**src/rtl/pong_pkg.sv**
```systemverilog
// Shared types and helpers for the Pong match/score logic.
//   state_e   : match state machine encoding (idle, serve hold, play, game over)
//   sel_w     : width of an index into n items, never less than 1 bit
//   score_cap : largest value a score register of width w can hold
package pong_pkg;

  typedef enum logic [1:0] {
    StIdle,
    StHold,
    StPlay,
    StOver
  } state_e;

  function automatic int unsigned sel_w(input int unsigned n);
    return (n > 1) ? $clog2(n) : 1;
  endfunction

  function automatic int unsigned score_cap(input int unsigned w);
    return (32'd1 << w) - 32'd1;
  endfunction

endpackage

```
**src/rtl/win_judge.sv**
```systemverilog
// Combinational win check for the player who just scored.
// Ports:
//   scores_i : packed post-increment scores, player i at [i*SCORE_W +: SCORE_W]
//   scorer_i : index of the player who scored this edge
//   win_o    : scorer has reached MAX_SCORE with a lead of at least WIN_BY over
//              every other player, or has hit the score cap (sudden death)
module win_judge
  import pong_pkg::*;
#(
  parameter int unsigned N_PLAYERS = 2,
  parameter int unsigned SCORE_W   = 5,
  parameter int unsigned MAX_SCORE = 11,
  parameter int unsigned WIN_BY    = 2,
  localparam int unsigned SEL_W    = sel_w(N_PLAYERS)
) (
  input  logic [N_PLAYERS*SCORE_W-1:0] scores_i,
  input  logic [SEL_W-1:0]             scorer_i,
  output logic                         win_o
);

  localparam int unsigned Cap = score_cap(SCORE_W);

  logic [SCORE_W-1:0] own;
  logic [SCORE_W-1:0] other;
  logic [SCORE_W-1:0] lead;
  logic               lead_ok;

  always_comb begin
    own = '0;
    for (int unsigned i = 0; i < N_PLAYERS; i++) begin
      if (scorer_i == SEL_W'(i)) own = scores_i[i*SCORE_W +: SCORE_W];
    end

    lead_ok = 1'b1;
    other   = '0;
    lead    = '0;
    for (int unsigned j = 0; j < N_PLAYERS; j++) begin
      if (scorer_i != SEL_W'(j)) begin
        other = scores_i[j*SCORE_W +: SCORE_W];
        // Clamp at zero so a trailing scorer never wraps to a huge lead.
        lead  = (own > other) ? own - other : '0;
        if (lead < SCORE_W'(WIN_BY)) lead_ok = 1'b0;
      end
    end

    win_o = ((own >= SCORE_W'(MAX_SCORE)) && lead_ok) || (own == SCORE_W'(Cap));
  end

endmodule

```
**src/rtl/match_scorer.sv**
```systemverilog
// Match state machine and score keeping for the Pong core.
// Ports:
//   clock, reset  : system clock, asynchronous active-low reset
//   start         : level; begins a new match from idle or game over
//   scored        : one-cycle per-player point pulses from the ball logic
//   scores        : packed scores, player i at [i*SCORE_W +: SCORE_W]
//   winner        : one-hot winner, zero while no one has won
//   game_over     : high once a winner is decided
//   ball_en       : high only while the ball is in play
//   serve_player  : index of the serving player
//   update_score  : one-cycle pulse whenever the scores change (display refresh)
module match_scorer
  import pong_pkg::*;
#(
  parameter int unsigned N_PLAYERS   = 2,
  parameter int unsigned SCORE_W     = 5,
  parameter int unsigned MAX_SCORE   = 11,
  parameter int unsigned WIN_BY      = 2,
  parameter int unsigned HOLD_CYCLES = 4,
  parameter int unsigned SERVE_ROT   = 2,
  localparam int unsigned SEL_W      = sel_w(N_PLAYERS)
) (
  input  logic                         clock,
  input  logic                         reset,
  input  logic                         start,
  input  logic [N_PLAYERS-1:0]         scored,
  output logic [N_PLAYERS*SCORE_W-1:0] scores,
  output logic [N_PLAYERS-1:0]         winner,
  output logic                         game_over,
  output logic                         ball_en,
  output logic [SEL_W-1:0]             serve_player,
  output logic                         update_score
);

  localparam int unsigned Cap   = score_cap(SCORE_W);
  localparam int unsigned HoldW = sel_w(HOLD_CYCLES);
  localparam int unsigned PtW   = sel_w(SERVE_ROT);

  state_e                       state_q, state_d;
  logic [N_PLAYERS*SCORE_W-1:0] scores_q, scores_d, next_scores;
  logic [N_PLAYERS-1:0]         winner_q, winner_d;
  logic [SEL_W-1:0]             serve_q, serve_d;
  logic [PtW-1:0]               pt_q, pt_d;
  logic [HoldW-1:0]             hold_q, hold_d;
  logic                         upd_q, upd_d;
  logic                         over_q, over_d;
  logic                         ball_q, ball_d;

  logic [SEL_W-1:0] pidx;
  logic             found;
  logic             win;

  // Lowest set index takes the point; simultaneous pulses on other bits are dropped.
  always_comb begin
    pidx  = '0;
    found = 1'b0;
    for (int unsigned i = 0; i < N_PLAYERS; i++) begin
      if (scored[i] && !found) begin
        pidx  = SEL_W'(i);
        found = 1'b1;
      end
    end
  end

  // Saturating increment of the selected player's score.
  always_comb begin
    next_scores = scores_q;
    for (int unsigned i = 0; i < N_PLAYERS; i++) begin
      if ((pidx == SEL_W'(i)) && (scores_q[i*SCORE_W +: SCORE_W] != SCORE_W'(Cap))) begin
        next_scores[i*SCORE_W +: SCORE_W] = scores_q[i*SCORE_W +: SCORE_W] + SCORE_W'(1);
      end
    end
  end

  win_judge #(
    .N_PLAYERS (N_PLAYERS),
    .SCORE_W   (SCORE_W),
    .MAX_SCORE (MAX_SCORE),
    .WIN_BY    (WIN_BY)
  ) u_win_judge (
    .scores_i (next_scores),
    .scorer_i (pidx),
    .win_o    (win)
  );

  always_comb begin
    state_d  = state_q;
    scores_d = scores_q;
    winner_d = winner_q;
    serve_d  = serve_q;
    pt_d     = pt_q;
    hold_d   = hold_q;
    upd_d    = 1'b0;

    unique case (state_q)
      StIdle, StOver: begin
        if (start) begin
          scores_d = '0;
          winner_d = '0;
          serve_d  = '0;
          pt_d     = '0;
          hold_d   = HoldW'(HOLD_CYCLES - 1);
          upd_d    = 1'b1;
          state_d  = StHold;
        end
      end
      StHold: begin
        if (hold_q == '0) state_d = StPlay;
        else hold_d = hold_q - HoldW'(1);
      end
      StPlay: begin
        if (found) begin
          scores_d = next_scores;
          upd_d    = 1'b1;
          if (pt_q == PtW'(SERVE_ROT - 1)) begin
            pt_d    = '0;
            serve_d = (serve_q == SEL_W'(N_PLAYERS - 1)) ? '0 : serve_q + SEL_W'(1);
          end else begin
            pt_d = pt_q + PtW'(1);
          end
          if (win) begin
            for (int unsigned i = 0; i < N_PLAYERS; i++) winner_d[i] = (pidx == SEL_W'(i));
            state_d = StOver;
          end else begin
            hold_d  = HoldW'(HOLD_CYCLES - 1);
            state_d = StHold;
          end
        end
      end
      default: state_d = StIdle;
    endcase

    // Status flags are registered copies of the next state.
    over_d = (state_d == StOver);
    ball_d = (state_d == StPlay);
  end

  always_ff @(posedge clock or negedge reset) begin
    if (!reset) begin
      state_q  <= StIdle;
      scores_q <= '0;
      winner_q <= '0;
      serve_q  <= '0;
      pt_q     <= '0;
      hold_q   <= '0;
      upd_q    <= 1'b0;
      over_q   <= 1'b0;
      ball_q   <= 1'b0;
    end else begin
      state_q  <= state_d;
      scores_q <= scores_d;
      winner_q <= winner_d;
      serve_q  <= serve_d;
      pt_q     <= pt_d;
      hold_q   <= hold_d;
      upd_q    <= upd_d;
      over_q   <= over_d;
      ball_q   <= ball_d;
    end
  end

  assign scores       = scores_q;
  assign winner       = winner_q;
  assign game_over    = over_q;
  assign ball_en      = ball_q;
  assign serve_player = serve_q;
  assign update_score = upd_q;

endmodule

```
**config.mk**
```make
export PLATFORM = sky130hd
export DESIGN_NAME = match_scorer
export DESIGN_NICKNAME = d
export VERILOG_FILES = /design/src/rtl/pong_pkg.sv /design/src/rtl/win_judge.sv /design/src/rtl/match_scorer.sv
export SDC_FILE = /design/constraint.sdc
export NUM_CORES = 1
export LEC_CHECK = 0
export CAP_MARGIN = 5
export CORE_ASPECT_RATIO = 1.25
export CORE_MARGIN = 3
export CORE_UTILIZATION = 40
export DETAILED_ROUTE_END_ITERATION = 8
export PLACE_DENSITY = 0.6
export SKIP_CTS_REPAIR_TIMING = 1
export SLEW_MARGIN = 20
export SYNTH_ARGS = -nofsm -noshare
export SYNTH_HDL_FRONTEND = slang
export SYNTH_SLANG_ARGS = --single-unit
export TNS_END_PERCENT = 50
```
**constraint.sdc**
```tcl
create_clock -name clock -period 4.23 [get_ports clock]
set_input_delay 1.0575 -clock clock [delete_from_list [all_inputs] [get_ports clock]]
set_output_delay 1.0575 -clock clock [all_outputs]
set_load 0.03 [all_outputs]
```
==> results.toml, run 1 <==
[setup_path]
r2r-start = "scores[0]"
cp.required_ns = 4.40
start_kind = "flip-flop"
crit_fanout = 9
cp-end-kind = "flip-flop"
worst-setup-path-type = "reg2reg"
crit_arrival_ns = 4.03
critPathLaunch = "scores[0]"

[placed_design]
gp_congestion = 0.853
io_buffers = 20
post-dp-hpwl_um = 3450
dp.cells = 303

[final_layout]
final_util_pct = 51.8
multiInputGateArea_mm2 = 0.00129
fin_cells = 307
fillCellCount = 438
diodes = 0
drive_above_1_share_pct = 14.1
area_delta_synth_final_pct = 23.1
layout.nets = 274
register_area_um2 = 526

[routing]
via_per_inst = 5.46
drtIter0Drc = 74
drc = 0
drt_first_pass_iters = 4
wl_um = 4390
via_count = 1675
wire_per_inst_um = 14.3
ant_nets = 0

[floorplan]
rows = 27
io_pins = 21
die_x_um = 67.5
fp.dieH_um = 82.8
core_mm2 = 0.00449
die_area_mm2 = 0.00559
start_util_pct = 42.0

[yosys]
synth_top_family_by_area = "compound AO/OA/AOI/OAI gates"
synthArstFlopShare_pct = 100
yosys.area_share.simple_pct = 21.1
ys_seq_area_share_pct = 27.8
synth-xor-area-share_pct = 5.56
synth.yosys.warnings = 0
synth-edff-count = 0
netlist_area_mm2 = 0.00189
synthMuxAreaShare_pct = 5.96
syn_avg_cell_area_um2 = 8.87
synth-main-ff-cell = "dfrtp_1"
synth.distinct_cells = 51
synth_cells = 213
synth-seq-cells = 21
synth_compound_area_share_pct = 21.9
synth_fp_nets = 237
synthAdderAreaFrac_pct = 13.4

[timing]
setup_viol = 0
finalHoldViolCount = 0
max_freq_mhz = 259
finalSetupTns_ns = 0
skew_ns = 0.00391
timing_max_transition_violations_final = 0
rsz0062_at_grt = "false"
post-route-period-util_pct = 91.3
fin_crit_ns = 3.86
slew_headroom_pct = 34.6
tightest_slew_ns = 0.974
timing.hold.ws_ns = 0.516

[global_route]
antenna_found_initial = 0
grt_pass1_vias = 1621
grt_util_all_layers_pct = 16.9
grt_max_degree = 22
globalRouteOverflowTotal = 0
grt_pass1_wl_um = 7310

[power_and_ir_drop]
ir_drop_mv = 0.168
p_per_area_mw_per_mm2 = 344
p_clk_share_pct = 16.5
p_sw_share_pct = 41.7
seqPwrFrac_pct = 31.4
total_power_mw = 0.801
p_comb_share_pct = 52.1
p_int_mw = 0.467
leakage_nw = 1.06
p_switching_mw = 0.334

[clocking]
worstSkewPairLatency_ns = 0.26
cts.sinks = 21
cts_tree = "yes"
clock_path_buffers = 2
cts_inserted_buffers = 3
clk_pin_slew_ns = 0.08
cts-root-buf = "clkbuf_8"
h-tree-depth = 1

[run_status]
status = "finished, final reports clean"

[run]
maxCapViolCount = 0

[hold_path]
hp-class = "reg2reg"
hold_start = "pt_q"
## critical path, stage by stage, from the launching register on
cell and delay [ns]:
dfrtp_1 0.48, ha_1 0.29, and3_1 0.20, ha_1 0.30, or4_4 0.56, and2_1 0.20, ha_1 0.32, and3_1 0.17
a311oi_1 0.26, o31ai_1 0.12, a21oi_2 0.25, o221ai_2 0.15, and2_1 0.20, o32ai_1 0.25
## cell families after synthesis
| kind of cell | count (synthesis) |
|---|---|
| XOR/XNOR | 12 |
| flip-flops | 21 |
| AO/OA/AOI/OAI | 61 |
| AND/OR/NAND/NOR | 72 |
| buffers and inverters | 18 |
| adder cells (fa/ha/maj) | 19 |
| multiplexers | 10 |
## final timing paths
| kind | slack [ns] | cells after the start | endpoint |
|---|---|---|---|
| hold / removal | 0.52 | 1 | pt_q |
| setup / recovery | 0.37 | 13 | winner[0] |
| hold reg to reg | 0.52 | 1 | pt_q |
| setup reg to reg | 0.37 | 13 | winner[0] |
| max in group asynchronous | 2.32 | 1 | scores[5] |
| min in group asynchronous | 1.33 | 1 | winner[0] |
## cell usage after synthesis, types with 2 or more instances
| cell | n | area, µm² |
|---|---|---|
| nand2_1 | 14 | 52.6 |
| a311oi_1 | 2 | 17.5 |
| mux2i_1 | 9 | 90.1 |
| nand3_1 | 7 | 35.0 |
| o32ai_1 | 2 | 17.5 |
| and3_1 | 6 | 37.5 |
| xor2_1 | 6 | 52.6 |
| nand2b_1 | 5 | 31.3 |
| nor2b_1 | 5 | 31.3 |
| xnor2_1 | 6 | 52.6 |
| nor2_1 | 16 | 60.1 |
| a21oi_2 | 2 | 17.5 |
| inv_1 | 10 | 37.5 |
| o41ai_1 | 2 | 17.5 |
| a21oi_1 | 14 | 70.1 |
| clkbuf_1 | 4 | 15.0 |
| fa_1 | 2 | 40.0 |
| ha_1 | 17 | 213 |
| o31ai_1 | 6 | 45.0 |
| a31oi_1 | 3 | 18.8 |
| and2_1 | 5 | 31.3 |
| nand3b_1 | 3 | 22.5 |
| dfrtp_1 | 21 | 526 |
| o21ai_0 | 18 | 90.1 |
| a41oi_1 | 2 | 17.5 |
## metrics by stage
stage                     worst slack [ns]  area, µm²
after floorplan                      0.476       1890
after global placement              -0.146       2270
after detailed placement            -0.165       2270
after CTS                            0.124       2310
after global routing                 0.131       2330
final                                0.368       2330
## routing by layer
| layer | routed length [µm] | share of wire (%) | global-route usage (%) |
|---|---|---|---|
| met1 | 2120 | 48 | 22.8 |
| met2 | 2040 | 47 | 26.7 |
| met3 | 93 | 2.1 | 1.22 |
| met4 | 133 | 3.0 | 8.12 |
| met5 | 0 | 0 | 0 |
## layout by cell type, fill, tap and decap left out, types with 5 or more instances in the layout
cell              n
xor2_1            6
nand2_1          14
inv_1            10
clkdlybuf4s50_1  18
buf_4            20
o31ai_1           5
xnor2_1           6
dfrtp_1          21
and3_1            6
nor2_1           15
nand3_1           7
nand2b_1          5
o21ai_0          17
and2_1            5
mux2i_1           9
nor2b_1           5
a21oi_1          14
ha_1             17
## area by class of cell
| class | instances | area share, % |
|---|---|---|
| multi-input cells | 174 | 55.5 |
| flip-flops and latches | 21 | 22.6 |
| clock buffers | 4 | 1.94 |
| repair buffers | 40 | 15.3 |
| well taps | 58 | 3.12 |
| inverters | 10 | 1.61 |
## state kept, by name, summed over array words and instances (netlist names)
register / flops
scores: 10
hold_q: 2
state_q: 2
winner: 2
ball_en: 1
game_over: 1
pt_q: 1
serve_player: 1
update_score: 1
## power groups by stage
stage                     Sequential (mW)  Combinational, mW  Clock [mW]
final                               0.251              0.417       0.132
after global routing                0.255              0.470       0.144
after CTS                           0.251              0.418       0.137
after detailed placement            0.255              0.416           0
after global placement              0.255              0.412           0
after floorplan                     0.271              0.281           0
Note: power is estimated with default switching activity, not from simulation.
==> inputs of run 2 (changes only) <==
--- a/config.mk
+++ b/config.mk
@@ -7,9 +7,10 @@
 export LEC_CHECK = 0
 export CAP_MARGIN = 5
 export CORE_ASPECT_RATIO = 1.25
-export CORE_MARGIN = 3
+export CORE_MARGIN = 5
 export CORE_UTILIZATION = 40
 export DETAILED_ROUTE_END_ITERATION = 8
+export HOLD_SLACK_MARGIN = 0.12
 export PLACE_DENSITY = 0.6
 export SKIP_CTS_REPAIR_TIMING = 1
 export SLEW_MARGIN = 20
==> run 2 against run 1 <==
Against the previous run: sequential share of layout area is 0.56 points lower; clock power is 6% higher; worst hold slack better by 0.011 ns; register-to-register slack worse by 0.06 ns; cell area is 2.5% higher; sequential power hardly changed; combinational power rose by 3%; clock skew rose by 0.0022 ns; first-iteration DRC count decreased by 1.4%; largest cell class unchanged.
==> results.toml, run 2 (same netlist as run 1, synthesis figures left out) <==
[placed_design]
gp_congestion = 0.831
dpl_cell_area_mm2 = 0.00230
io_buffers = 20
dpl_worst_slack_ns = -0.109
post-dp-hpwl_um = 3620

[timing]
slew_headroom_pct = 32.2
finalWorstSetupSlack_ns = 0.312
fin_crit_ns = 3.92
rsz0062_at_grt = "false"
post-route-period-util_pct = 92.6
finalHoldViolCount = 0
setup_viol = 0
tightest_slew_ns = 1.01
skew_ns = 0.00614
timing_max_transition_violations_final = 0
max_freq_mhz = 255

[routing]
via_count = 1663
drtIter0Drc = 73
drc = 0
wire_per_inst_um = 15.0
via_per_inst = 5.31
ant_nets = 0
wl_um = 4690
drt_first_pass_iters = 4

[final_layout]
largest_register_ffs = 10
final_util_pct = 51.2
final_common_cell = "buf_4"
register_area_um2 = 526
fillCellCount = 451
layout.nets = 278
area_delta_synth_final_pct = 26.2
multiInputGateArea_mm2 = 0.00132
stdcell_area_mm2 = 0.00238
final_cell_mix = "24 x buf_4, 21 x dfrtp_1, 17 x o21ai_0, 17 x ha_1, 17 x clkdlybuf4s50_1"
diodes = 0
drive_above_1_share_pct = 17.4

[clocking]
cts.sinks = 21
h-tree-depth = 1
cts-root-buf = "clkbuf_8"
clock_path_buffers = 2
cts_tree = "yes"
cts_inserted_buffers = 3
worstSkewPairLatency_ns = 0.27
clk_pin_slew_ns = 0.09

[setup_path]
r2r_slack_ns = 0.31
critPathLaunch = "scores[0]"
cp-end-kind = "flip-flop"
reg2reg_depth = 14
r2r-start = "scores[0]"
cp.required_ns = 4.43
crit_arrival_ns = 4.12
start_kind = "flip-flop"
crit_end = "ball_en"
r2r_end = "ball_en"
crit_fanout = 9
worst-setup-path-type = "reg2reg"

[floorplan]
start_util_pct = 40.5
core_mm2 = 0.00466
fp.dieH_um = 86.8
die_x_um = 71.5
rows = 28
die_area_mm2 = 0.00621
io_pins = 21

[global_route]
grt_max_degree = 22
globalRouteOverflowTotal = 0
grt_pass1_wl_um = 7870
antenna_found_initial = 0
grt_util_all_layers_pct = 15.7
grt_pass1_vias = 1620

[power_and_ir_drop]
p_per_area_mw_per_mm2 = 344
p_comb_share_pct = 52.2
p_switching_mw = 0.346
p_clk_share_pct = 17.1
p_int_mw = 0.475
leakage_nw = 1.09
p_sw_share_pct = 42.2
ir_drop_mv = 0.149
seqPwrFrac_pct = 30.7

[run_status]
status = "finished, final reports clean"

[run]
maxCapViolCount = 0

[hold_path]
hp-class = "reg2reg"
==> run 2: per-layer routing <==
layer / wire, µm / track usage (%) / vias to the layer above
li1: - / - / 859
met1: 2170 / 20.7 / 780
met2: 2400 / 27.6 / 20
met3: 70 / 0.812 / 4
met4: 53 / 4.62 / 0
met5: 0 / 0 / -
==> run 2: area by class of cell <==
| cell class | count | share of cell area [%] |
|---|---|---|
| multi-input combinational | 174 | 55.4 |
| sequential | 21 | 22.0 |
| timing repair buffer | 44 | 15.9 |
| tap | 60 | 3.15 |
| clock buffer | 4 | 1.89 |
| inverter | 10 | 1.57 |
==> run 2: worst min-delay path by stage <==
stage,from,to,slack (ns),cells after the start
2_1_floorplan,pt_q,pt_q,0.48,1
3_3_place_gp,pt_q,pt_q,0.50,1
3_5_place_dp,pt_q,pt_q,0.52,1
4_1_cts,pt_q,pt_q,0.53,1
5_1_grt,winner[1],winner[1],0.56,2
6_report,pt_q,pt_q,0.53,1
==> run 2: power by group through the flow <==
stage               combinational [mW]  sequential (mW)  clock, mW
floorplan                        0.281            0.271          0
global placement                 0.416            0.256          0
detailed placement               0.419            0.256          0
CTS                              0.419            0.253      0.145
global route                     0.475            0.257      0.154
finish                           0.429            0.252      0.140
==> run 2: worst max-delay path, cell delays in order (launching register included) <==
cell,delay (ns)
dfrtp_1,0.48
ha_1,0.28
and3_1,0.20
ha_1,0.31
or4_4,0.56
nand3_2,0.10
and2_4,0.15
ha_1,0.24
and3_1,0.17
a311oi_1,0.27
o31ai_1,0.13
a21oi_2,0.27
o221ai_2,0.19
a211o_1,0.36
a21oi_1,0.13
==> run 2: metrics by stage <==
step | std cells | power [mW] | hold slack [ns] | TNS [ns]
after global routing | 313 | 0.886 | 0.564 | 0
after detailed placement | 309 | 0.675 | 0.522 | -0.694
after global placement | 309 | 0.672 | 0.502 | -0.389
after CTS | 313 | 0.817 | 0.534 | 0
after floorplan | 213 | 0.552 | 0.476 | 0
final | 313 | 0.821 | 0.527 | 0
==> inputs of run 3 (changes only) <==
--- a/config.mk
+++ b/config.mk
@@ -8,10 +8,10 @@
 export CAP_MARGIN = 5
 export CORE_ASPECT_RATIO = 1.25
 export CORE_MARGIN = 5
-export CORE_UTILIZATION = 40
+export CORE_UTILIZATION = 30
 export DETAILED_ROUTE_END_ITERATION = 8
 export HOLD_SLACK_MARGIN = 0.12
-export PLACE_DENSITY = 0.6
+export PLACE_DENSITY = 0.48
 export SKIP_CTS_REPAIR_TIMING = 1
 export SLEW_MARGIN = 20
 export SYNTH_ARGS = -nofsm -noshare
==> run 3 against run 2 <==
Against the previous run: worst hold slack lost 0.013 ns; clock skew shrank 0.0038 ns; non-clock buffer count is the same; first-iteration DRC count grew 47%; count of clock-buffer cells in the layout is the same; clock power shrank 6%; sequential power is essentially flat; final cell count grew 8.0%; largest cell class unchanged; largest power group unchanged.
==> results.toml, run 3 (same netlist as run 1, synthesis figures left out) <==
[run_status]
status = "finished, final reports clean"

[placed_design]
dpl_worst_slack_ns = -0.175
dp.cells = 334
gp_congestion = 0.784
post-dp-hpwl_um = 3940
dpl_cell_area_mm2 = 0.00233
io_buffers = 20

[timing]
setup_viol = 0
post-route-period-util_pct = 92.9
slew_headroom_pct = 35.1
rsz0062_at_grt = "false"
tightest_slew_ns = 0.967
skew_ns = 0.00235
max_freq_mhz = 254
finalHoldViolCount = 0
timing.hold.ws_ns = 0.514
fin_crit_ns = 3.93
finalWorstSetupSlack_ns = 0.300
timing_max_transition_violations_final = 0

[routing]
drt_first_pass_iters = 4
wl_um = 4840
drtIter0Drc = 107
ant_nets = 0
drc = 0
via_per_inst = 5.02
via_count = 1696
wire_per_inst_um = 14.3

[setup_path]
start_kind = "flip-flop"
cp-end-kind = "flip-flop"
critPathLaunch = "scores[0]"
crit_arrival_ns = 4.11
cpMaxStageDelayCell = "or4_4"
max_stage_delay_ns = 0.56
r2r-start = "scores[0]"
worst-setup-path-type = "reg2reg"
cp.required_ns = 4.41
path_cells = "ha_1, and3_1, ha_1, or4_4, nand3_2, and2_4, ha_1, and3_1, a311oi_1, o31ai_1, a21oi_2, o221ai_2, a211o_1, a21oi_1"
crit_top_cell = "ha_1"
crit_fanout = 9

[final_layout]
drive_above_1_share_pct = 16.6
fillCellCount = 658
final_cell_mix = "24 x buf_4, 21 x dfrtp_1, 17 x o21ai_0, 17 x ha_1, 17 x clkdlybuf4s50_1"
area_delta_synth_final_pct = 26.6
stdcell_area_mm2 = 0.00239
multiInputGateArea_mm2 = 0.00130
diodes = 0
final_util_pct = 38.8
largest_register_ffs = 10
fin_cells = 338
layout.nets = 278
register_area_um2 = 526
final_common_cell = "buf_4"

[global_route]
grt_pass1_vias = 1659
antenna_found_initial = 0
grt_max_degree = 22
grt_util_all_layers_pct = 12.7
grt_pass1_wl_um = 8180
globalRouteOverflowTotal = 0

[power_and_ir_drop]
p_switching_mw = 0.335
leakage_nw = 1.08
p_sw_share_pct = 41.8
p_per_area_mw_per_mm2 = 336
ir_drop_mv = 0.152
p_clk_share_pct = 16.3
p_comb_share_pct = 52.6
seqPwrFrac_pct = 31.1
p_int_mw = 0.468

[floorplan]
start_util_pct = 30.6
rows = 32
die_x_um = 81.0
fp.dieH_um = 98.7
die_area_mm2 = 0.00799
io_pins = 21
core_mm2 = 0.00617

[hold_path]
hold_start = "pt_q"
hp-class = "reg2reg"

[clocking]
clock_path_buffers = 2
worstSkewPairLatency_ns = 0.25
h-tree-depth = 1
cts_inserted_buffers = 3
cts_tree = "yes"
clk_pin_slew_ns = 0.08
cts.sinks = 21
cts-root-buf = "clkbuf_8"

[run]
maxCapViolCount = 0
[run 3: worst paths after layout]
path	endpoint	slack, ns	depth (start not counted)
setup reg to reg	ball_en	0.30	14
hold reg to reg	pt_q	0.51	1
min in group asynchronous	pt_q	0.75	1
setup / recovery	ball_en	0.30	14
max in group asynchronous	scores[6]	3.15	1
hold / removal	pt_q	0.51	1
[run 3: layout make-up]
cell class              instances  share of cell area (%)
clock buffers                   4                    1.88
inverters                      10                    1.57
multi-input cells             174                    54.2
flip-flops and latches         21                    22.0
well taps                      85                    4.45
repair buffers                 44                    15.9
[run 3: power by group through the flow]
stage	clock (mW)	combinational (mW)	sequential [mW]
5_1_grt	0.147	0.466	0.254
3_5_place_dp	0	0.425	0.254
3_3_place_gp	0	0.427	0.255
4_1_cts	0.136	0.426	0.251
2_1_floorplan	0	0.281	0.271
6_report	0.131	0.422	0.250
[run 3: routing by layer]
metal	GRT usage, %	vias to the layer above	routed length, µm
li1	-	861	-
met1	16.2	813	2230
met2	22.8	20	2470
met3	1.28	2	117
met4	2.73	0	24
met5	0	-	0
[run 3: per-stage QoR]
step,setup TNS (ns),power (mW)
2_1_floorplan,0,0.552
3_3_place_gp,-1.05,0.683
3_5_place_dp,-1.05,0.679
4_1_cts,0,0.813
5_1_grt,0,0.867
6_report,0,0.803
[run 3: critical path: cells and delay by family, from the launching register on]
family | cells | cell delay [ns]
AND/OR/NAND/NOR | 5 | 1.19
AO/OA/AOI/OAI | 6 | 1.34
flip-flops | 1 | 0.49
adder cells (fa/ha/maj) | 3 | 0.84
